`src/rtl/prio_encoder_q.sv`:
```
// Registered priority encoder with sticky request capture, valid/ready output
// and run-time selectable fixed-priority or round-robin arbitration.
module prio_encoder_q #(
  parameter  int N = 8,
  localparam int W = $clog2(N)
) (
  input  logic         iClk,
  input  logic         iRst,
  input  logic         iClear,
  input  logic         iRrEn,
  input  logic [N-1:0] iReq,
  input  logic         iReady,
  output logic         oValid,
  output logic [W-1:0] oData,
  output logic [N-1:0] oPend,
  output logic [W:0]   oCount
);

  logic [N-1:0] pend_q, pend_d;
  logic         valid_q, valid_d;
  logic [W-1:0] data_q, data_d;
  logic [W-1:0] last_q, last_d;

  logic [N-1:0] lo_mask;
  logic [N-1:0] lo_hit;
  logic [N-1:0] clr_sel;
  logic [W-1:0] sel;
  logic         load;
  logic         issue;
  logic [W:0]   cnt;

  function automatic logic [W-1:0] highest(input logic [N-1:0] v);
    logic [W-1:0] idx;
    idx = '0;
    for (int i = 0; i < N; i++) begin
      if (v[i]) idx = W'(i);
    end
    return idx;
  endfunction

  // Round-robin scans last-1 down to 0 first, then wraps from N-1 down to last:
  // that is the highest pending bit below last, else the highest pending bit.
  always_comb begin
    lo_mask = '0;
    for (int i = 0; i < N; i++) begin
      lo_mask[i] = (W'(i) < last_q);
    end
    lo_hit  = pend_q & lo_mask;
    sel     = (iRrEn && (|lo_hit)) ? highest(lo_hit) : highest(pend_q);
    load    = !valid_q || iReady;
    issue   = load && (|pend_q);
    clr_sel = issue ? ({{(N-1){1'b0}}, 1'b1} << sel) : '0;
  end

  always_comb begin
    pend_d  = (pend_q & ~clr_sel) | iReq;
    valid_d = load ? issue : valid_q;
    data_d  = issue ? sel : data_q;
    last_d  = issue ? sel : last_q;
    if (iClear) begin
      pend_d  = '0;
      valid_d = 1'b0;
      data_d  = data_q;
      last_d  = '0;
    end
  end

  always_comb begin
    cnt = '0;
    for (int i = 0; i < N; i++) begin
      cnt = cnt + (W+1)'(pend_q[i]);
    end
  end

  always_ff @(posedge iClk or posedge iRst) begin
    if (iRst) begin
      pend_q  <= '0;
      valid_q <= 1'b0;
      data_q  <= '0;
      last_q  <= '0;
    end else begin
      pend_q  <= pend_d;
      valid_q <= valid_d;
      data_q  <= data_d;
      last_q  <= last_d;
    end
  end

  assign oValid = valid_q;
  assign oData  = data_q;
  assign oPend  = pend_q;
  assign oCount = cnt;

endmodule
```
`config.mk`:
```
export PLATFORM = sky130hd
export DESIGN_NAME = prio_encoder_q
export DESIGN_NICKNAME = d
export VERILOG_FILES = /design/src/rtl/prio_encoder_q.sv
export SDC_FILE = /design/constraint.sdc
export NUM_CORES = 1
export LEC_CHECK = 0
export ABC_AREA = 1
export CORE_MARGIN = 5
export CORE_UTILIZATION = 49
export DETAILED_ROUTE_END_ITERATION = 16
export HOLD_SLACK_MARGIN = 0.08
export PLACE_DENSITY = 0.79
export SYNTH_ARGS = -nofsm -noshare
export SYNTH_HDL_FRONTEND = slang
export SYNTH_SLANG_ARGS = --single-unit
```
`constraint.sdc`:
```
create_clock -name iClk -period 4.4 [get_ports iClk]
set_input_delay 0.88 -clock iClk [delete_from_list [all_inputs] [get_ports iClk]]
set_output_delay 0.88 -clock iClk [all_outputs]
set_load 0.03 [all_outputs]
```
==> results.json, run 1 <==
{
  "peakVddDrop_v": 0.000271,
  "ios": 29,
  "p_leak_nw": 0.789,
  "cts.path.max_buffers": 2,
  "dp_hpwl_um": 2450,
  "diodes": 0,
  "grt_pass1_wl_um": 4860,
  "dp_cells": 223,
  "via_per_inst": 5.04,
  "cts-root-buf": "clkbuf_4",
  "route.detailed.drc": 0,
  "ant_nets": 0,
  "hold_class": "flip-flop to flip-flop",
  "ys_ff_latch": 15,
  "cpMaxStageDelayCell": "fa_1",
  "min_from": "oData[0]",
  "dr_total_vias": 1144,
  "rrSetupSlack_ns": 2.55,
  "hold_viol": 0,
  "cts_buffers": 3,
  "path_clk_slew_ns": 0.09,
  "wl_um": 2890,
  "skew_ns": 0.00928,
  "ys_warn_count": 0,
  "cp-start-kind": "flip-flop",
  "arrival_ns": 3.38,
  "powerDensity_mw_per_mm2": 369,
  "post-cts-setup-buffers": 0,
  "syn-num-nets": 187,
  "worstSkewPairLatency_ns": 0.28,
  "numClockSinks": 15,
  "status": "complete, no violations",
  "crit_chain": "fa_1 > inv_1 > fa_1 > fa_1 > inv_1 > ha_1 > inv_1 > fa_1 > inv_1 > dlygate4sd2_1",
  "first_iter_violations": 24,
  "die_area_mm2": 0.00353,
  "grt_pass1_vias": 1179,
  "dieHeight_um": 59.4,
  "rows": 18,
  "syn_area_mm2": 0.00120,
  "slew_headroom": 0.597,
  "worst-path-max-fanout": 6,
  "endpoint_kind": "primary output",
  "final_nets": 219,
  "cts_tree": "built",
  "setup_viol": 0,
  "max_stage_delay_ns": 0.51,
  "crit_start": "oPend[3]",
  "wl_per_cell_um": 12.7,
  "htreeDepth": 1,
  "power_w": 0.000566,
  "critical_path_class": "flip-flop to primary output",
  "yosysUniqueCellTypes": 27,
  "finalCritPeriodShare": 0.967,
  "stdcell_count": 227,
  "routabilityCongestion": 0.806,
  "antenna_found_initial": 0,
  "grt_start_max_net_pins": 16,
  "worst_pin_slew_ns": 0.602,
  "maxSlewViolCount": 0,
  "firstDrtPassIters": 4,
  "rsz0062_at_grt": "false",
  "grt_use_total": 0.181,
  "setup_tns_ns": 0,
  "drive_above_1_share": 0.157,
  "fp.dieW_um": 59.4,
  "syn-instance-count": 166,
  "synth_area_per_cell_um2": 7.21,
  "layout_min_cycle_time_ns": 4.26,
  "cp_data_required_time_ns": 3.52,
  "fp.coreArea_mm2": 0.00241,
  "yosysSeqAreaShare": 0.314,
  "area_growth_pct": 28.3,
  "initial_core_util": 0.496,
  "grt_overflow": 0,
  "maxCapViolCount": 0,
  "r2r-start": "last_q[2]",
  "port_buffers": 28,
  "fmax_mhz": 235
}
==> layout by cell type (no fill, tap or decap), types with 2 or more instances in the layout <==
master,count
a21oi_1,6
a21oi_2,9
clkbuf_4,3
clkdlybuf4s50_1,26
dfrtp_1,15
fa_1,4
ha_1,4
inv_1,34
inv_2,3
nand2_1,44
nand2_2,10
nand3_1,10
nor2_1,8
o21ai_0,2
o21ai_1,3
==> registers in the layout, indices dropped and copies added (netlist names) <==
signal	cells
last_q	3
oValid	1
oPend	8
oData	3
==> cell families (layout without fill, tap and decap cells) <==
kind of cell / Yosys count / count (layout) / share of synthesized area
adder cells (fa/ha/maj): 8 / 8 / 0.109
XOR/XNOR: 1 / 1 / 0.00732
buffers and inverters: 39 / 70 / 0.126
AO/OA/AOI/OAI: 24 / 24 / 0.137
flip-flops: 15 / 15 / 0.314
AND/OR/NAND/NOR: 79 / 79 / 0.308
==> critical path: cells and delay by family, from the launching register on <==
| kind | cells | cell delay [ns] |
|---|---|---|
| DFF | 1 | 0.45 |
| buffers and inverters | 5 | 0.60 |
| adders and majority gates | 5 | 2.03 |
==> worst paths after layout <==
check | endpoint | depth (start not counted)
max | oCount[1] | 10
min | oData[0] | 2
max reg2reg | oPend[7] | 10
min reg2reg | oData[0] | 2
max in group asynchronous | oPend[1] | 2
min in group asynchronous | oValid | 2
==> repair_timing <==
action,CTS,global route
endpoints found under the setup margin,2,1
gates cloned,0,0
hold endpoints to repair,0,0
pin swaps,0,0
hold buffers,0,0
resized for setup,2,1
==> synthesized netlist by cell type, drive strengths merged <==
cell type / count / area share
clkbuf: 1 / 0.0031
nand4: 1 / 0.0052
o21ai: 6 / 0.028
fa: 4 / 0.067
o31ai: 1 / 0.0063
nor3: 1 / 0.014
a21oi: 15 / 0.091
dfrtp: 15 / 0.31
xnor2: 1 / 0.0073
o22ai: 1 / 0.0052
buf: 1 / 0.0063
nand2: 54 / 0.19
nand3: 10 / 0.042
inv: 37 / 0.12
or2: 2 / 0.010
nor2: 10 / 0.040
ha: 4 / 0.042
o21a: 1 / 0.0063
nand3b: 1 / 0.0063
==> layer usage <==
layer  vias to the layer above  global-route usage  part of all wire
li1                        572                   -                 -
met1                       535               0.210              0.42
met2                        30               0.323              0.51
met3                         7              0.0327             0.049
met4                         0              0.0744             0.016
met5                         -                   0                 0
==> power by group <==
group          total (W)  switching (W)  internal (W)
Clock          0.0000774      0.0000422     0.0000352
Sequential      0.000177      0.0000213      0.000156
Combinational   0.000312       0.000194      0.000118
==> final cells by class <==
| type | instances | area (µm²) |
|---|---|---|
| Clock buffer | 4 | 26.3 |
| Tap cell | 30 | 37.5 |
| Fill cell | 208 | 875 |
| Inverter | 37 | 139 |
| Multi-Input combinational cell | 112 | 671 |
| Sequential cell | 15 | 375 |
| Timing Repair Buffer | 29 | 287 |
==> through the flow <==
| stage | setup WS, ns | cell area (µm²) | util | hold WS [ns] |
|---|---|---|---|---|
| after global routing | 0.0130 | 1540 | 0.637 | 0.531 |
| after CTS | 0.110 | 1530 | 0.637 | 0.499 |
| after floorplan | 0.342 | 1200 | - | 0.591 |
| after detailed placement | 0.127 | 1510 | 0.627 | 0.477 |
| after global placement | 0.221 | 1510 | 0.627 | 0.466 |
| final | 0.145 | 1540 | 0.637 | 0.496 |
Note: power is estimated with default switching activity, not from simulation.
==> run 2, diff against run 1 <==
--- a/config.mk
+++ b/config.mk
@@ -7,10 +7,10 @@
 export LEC_CHECK = 0
 export ABC_AREA = 1
 export CORE_MARGIN = 5
-export CORE_UTILIZATION = 49
+export CORE_UTILIZATION = 53
 export DETAILED_ROUTE_END_ITERATION = 16
 export HOLD_SLACK_MARGIN = 0.08
-export PLACE_DENSITY = 0.79
+export PLACE_DENSITY = 0.85
 export SYNTH_ARGS = -nofsm -noshare
 export SYNTH_HDL_FRONTEND = slang
 export SYNTH_SLANG_ARGS = --single-unit
==> constraint.sdc (replaced) <==
create_clock -name iClk -period 5.2 [get_ports iClk]
set_input_delay 1.04 -clock iClk [delete_from_list [all_inputs] [get_ports iClk]]
set_output_delay 1.04 -clock iClk [all_outputs]
set_load 0.03 [all_outputs]
==> run 2 against run 1 <==
  * Final cell count down 1.3%
  * Worst hold slack better by 0.0074 ns
  * Sequential power down 15%
  * Utilization up 6.0 points
==> results.json, run 2 (same netlist as run 1, synthesis figures left out) <==
{
  "status": "complete, no violations",
  "fmax_mhz": 206,
  "fp.coreArea_mm2": 0.00219,
  "fin_area_mm2": 0.00153,
  "cpMostUsedCell": "fa_1",
  "rsz0062_at_grt": "false",
  "largest_reg_flops": 8,
  "endpoint_kind": "primary output",
  "stdcell_count": 224,
  "crit_chain": "fa_1 > inv_1 > fa_1 > fa_1 > inv_1 > ha_1 > inv_1 > fa_1 > xnor2_1 > clkdlybuf4s50_1",
  "dr_total_vias": 1159,
  "hold_class": "flip-flop to flip-flop",
  "arrival_ns": 3.82,
  "final_common_cell": "nand2_1",
  "cp-start-kind": "flip-flop",
  "hold_viol": 0,
  "htreeDepth": 1,
  "max_stage_delay_ns": 0.71,
  "route.detailed.drc": 0,
  "dp_hpwl_um": 2460,
  "numClockSinks": 15,
  "routabilityCongestion": 0.889,
  "rows": 17,
  "antenna_found_initial": 0,
  "drive_above_1_share": 0.153,
  "wl_um": 2960,
  "finalCritPeriodShare": 0.936,
  "grt_overflow": 0,
  "cts_buffers": 3,
  "post-cts-setup-buffers": 0,
  "initial_core_util": 0.546,
  "first_iter_violations": 51,
  "cpMaxStageDelayCell": "clkdlybuf4s50_1",
  "wl_per_cell_um": 13.2,
  "grt_pass1_wl_um": 5070,
  "firstDrtPassIters": 4,
  "multi_input_area_um2": 671,
  "skew_ns": 0.00645,
  "dieHeight_um": 57.5,
  "p_leak_nw": 0.782,
  "worst-path-max-fanout": 6,
  "critical_path_class": "flip-flop to primary output",
  "post_cts_resized": 0,
  "grt_use_total": 0.199,
  "ios": 29,
  "cts.path.max_buffers": 2,
  "cp_data_required_time_ns": 4.16,
  "use_met1": 0.260,
  "diodes": 0,
  "grt_use_met2": 0.323,
  "maxSlewViolCount": 0,
  "final_nets": 218,
  "dpl-instance-area_mm2": 0.00150,
  "ant_nets": 0,
  "powerDensity_mw_per_mm2": 324,
  "dp_cells": 220,
  "rrSetupSlack_ns": 3.41,
  "cts-root-buf": "clkbuf_4",
  "setup_viol": 0,
  "peakVddDrop_v": 0.000236,
  "power_w": 0.000494,
  "seq_area_um2": 375,
  "fin_util": 0.697,
  "nFillCells": 181,
  "maxCapViolCount": 0,
  "layout_min_cycle_time_ns": 4.86,
  "hold_buffers": 0,
  "final_cell_mix": "nand2_1, inv_1, clkdlybuf4s50_1, dfrtp_1",
  "grt-busiest-layer": "met2",
  "port_buffers": 28,
  "path_clk_slew_ns": 0.10,
  "fp.dieW_um": 57.5,
  "via_per_inst": 5.17,
  "cts_tree": "built",
  "worst_pin_slew_ns": 0.614,
  "use_met3": 0.0362,
  "setup_tns_ns": 0,
  "worstSkewPairLatency_ns": 0.30,
  "grt_start_max_net_pins": 16,
  "slew_headroom": 0.589,
  "area_growth_pct": 27.6,
  "grt_pass1_vias": 1133,
  "die_area_mm2": 0.00331
}
run 2: per-stage QoR:
stage	setup WS, ns	hold slack [ns]
after floorplan	0.982	0.591
after global placement	0.806	0.465
after detailed placement	0.632	0.476
after CTS	0.317	0.500
after global routing	0.183	0.542
final	0.335	0.503
run 2: critical path: cells and delay by family (launching register included):
| kind | cells | cell delay, ns |
|---|---|---|
| buf+inv | 4 | 0.89 |
| flops | 1 | 0.47 |
| xor+xnor | 1 | 0.17 |
| fa+ha+maj | 5 | 2.00 |
run 2: final cells by class:
type                    count  area share
repair buffers             28       0.184
multi-input cells         112       0.439
well taps                  28      0.0230
clock buffers               4      0.0172
inverters                  37      0.0910
flip-flops and latches     15       0.246
run 2: metal layers:
metal	part of all wire	wire, µm	up-vias
li1	-	-	565
met1	0.42	1250	534
met2	0.49	1460	54
met3	0.067	197	6
met4	0.017	50	0
met5	0	0	-
run 2: final timing paths:
path / end / cells past startpoint / start
min in group asynchronous: oValid / 2 / iRst
min: oData[0] / 2 / oData[0]
max reg2reg: oPend[3] / 11 / last_q[2]
min reg2reg: oData[0] / 2 / oData[0]
max: oCount[2] / 10 / oPend[0]
max in group asynchronous: oPend[0] / 2 / iRst
run 2: where the power goes:
part / total (W) / leakage, nW / switching (W) / internal, W
clock network: 0.0000710 / 0.0150 / 0.0000411 / 0.0000299
logic: 0.000272 / 0.579 / 0.000167 / 0.000105
registers: 0.000151 / 0.188 / 0.0000193 / 0.000132
total: 0.000494 / 0.782 / 0.000228 / 0.000267
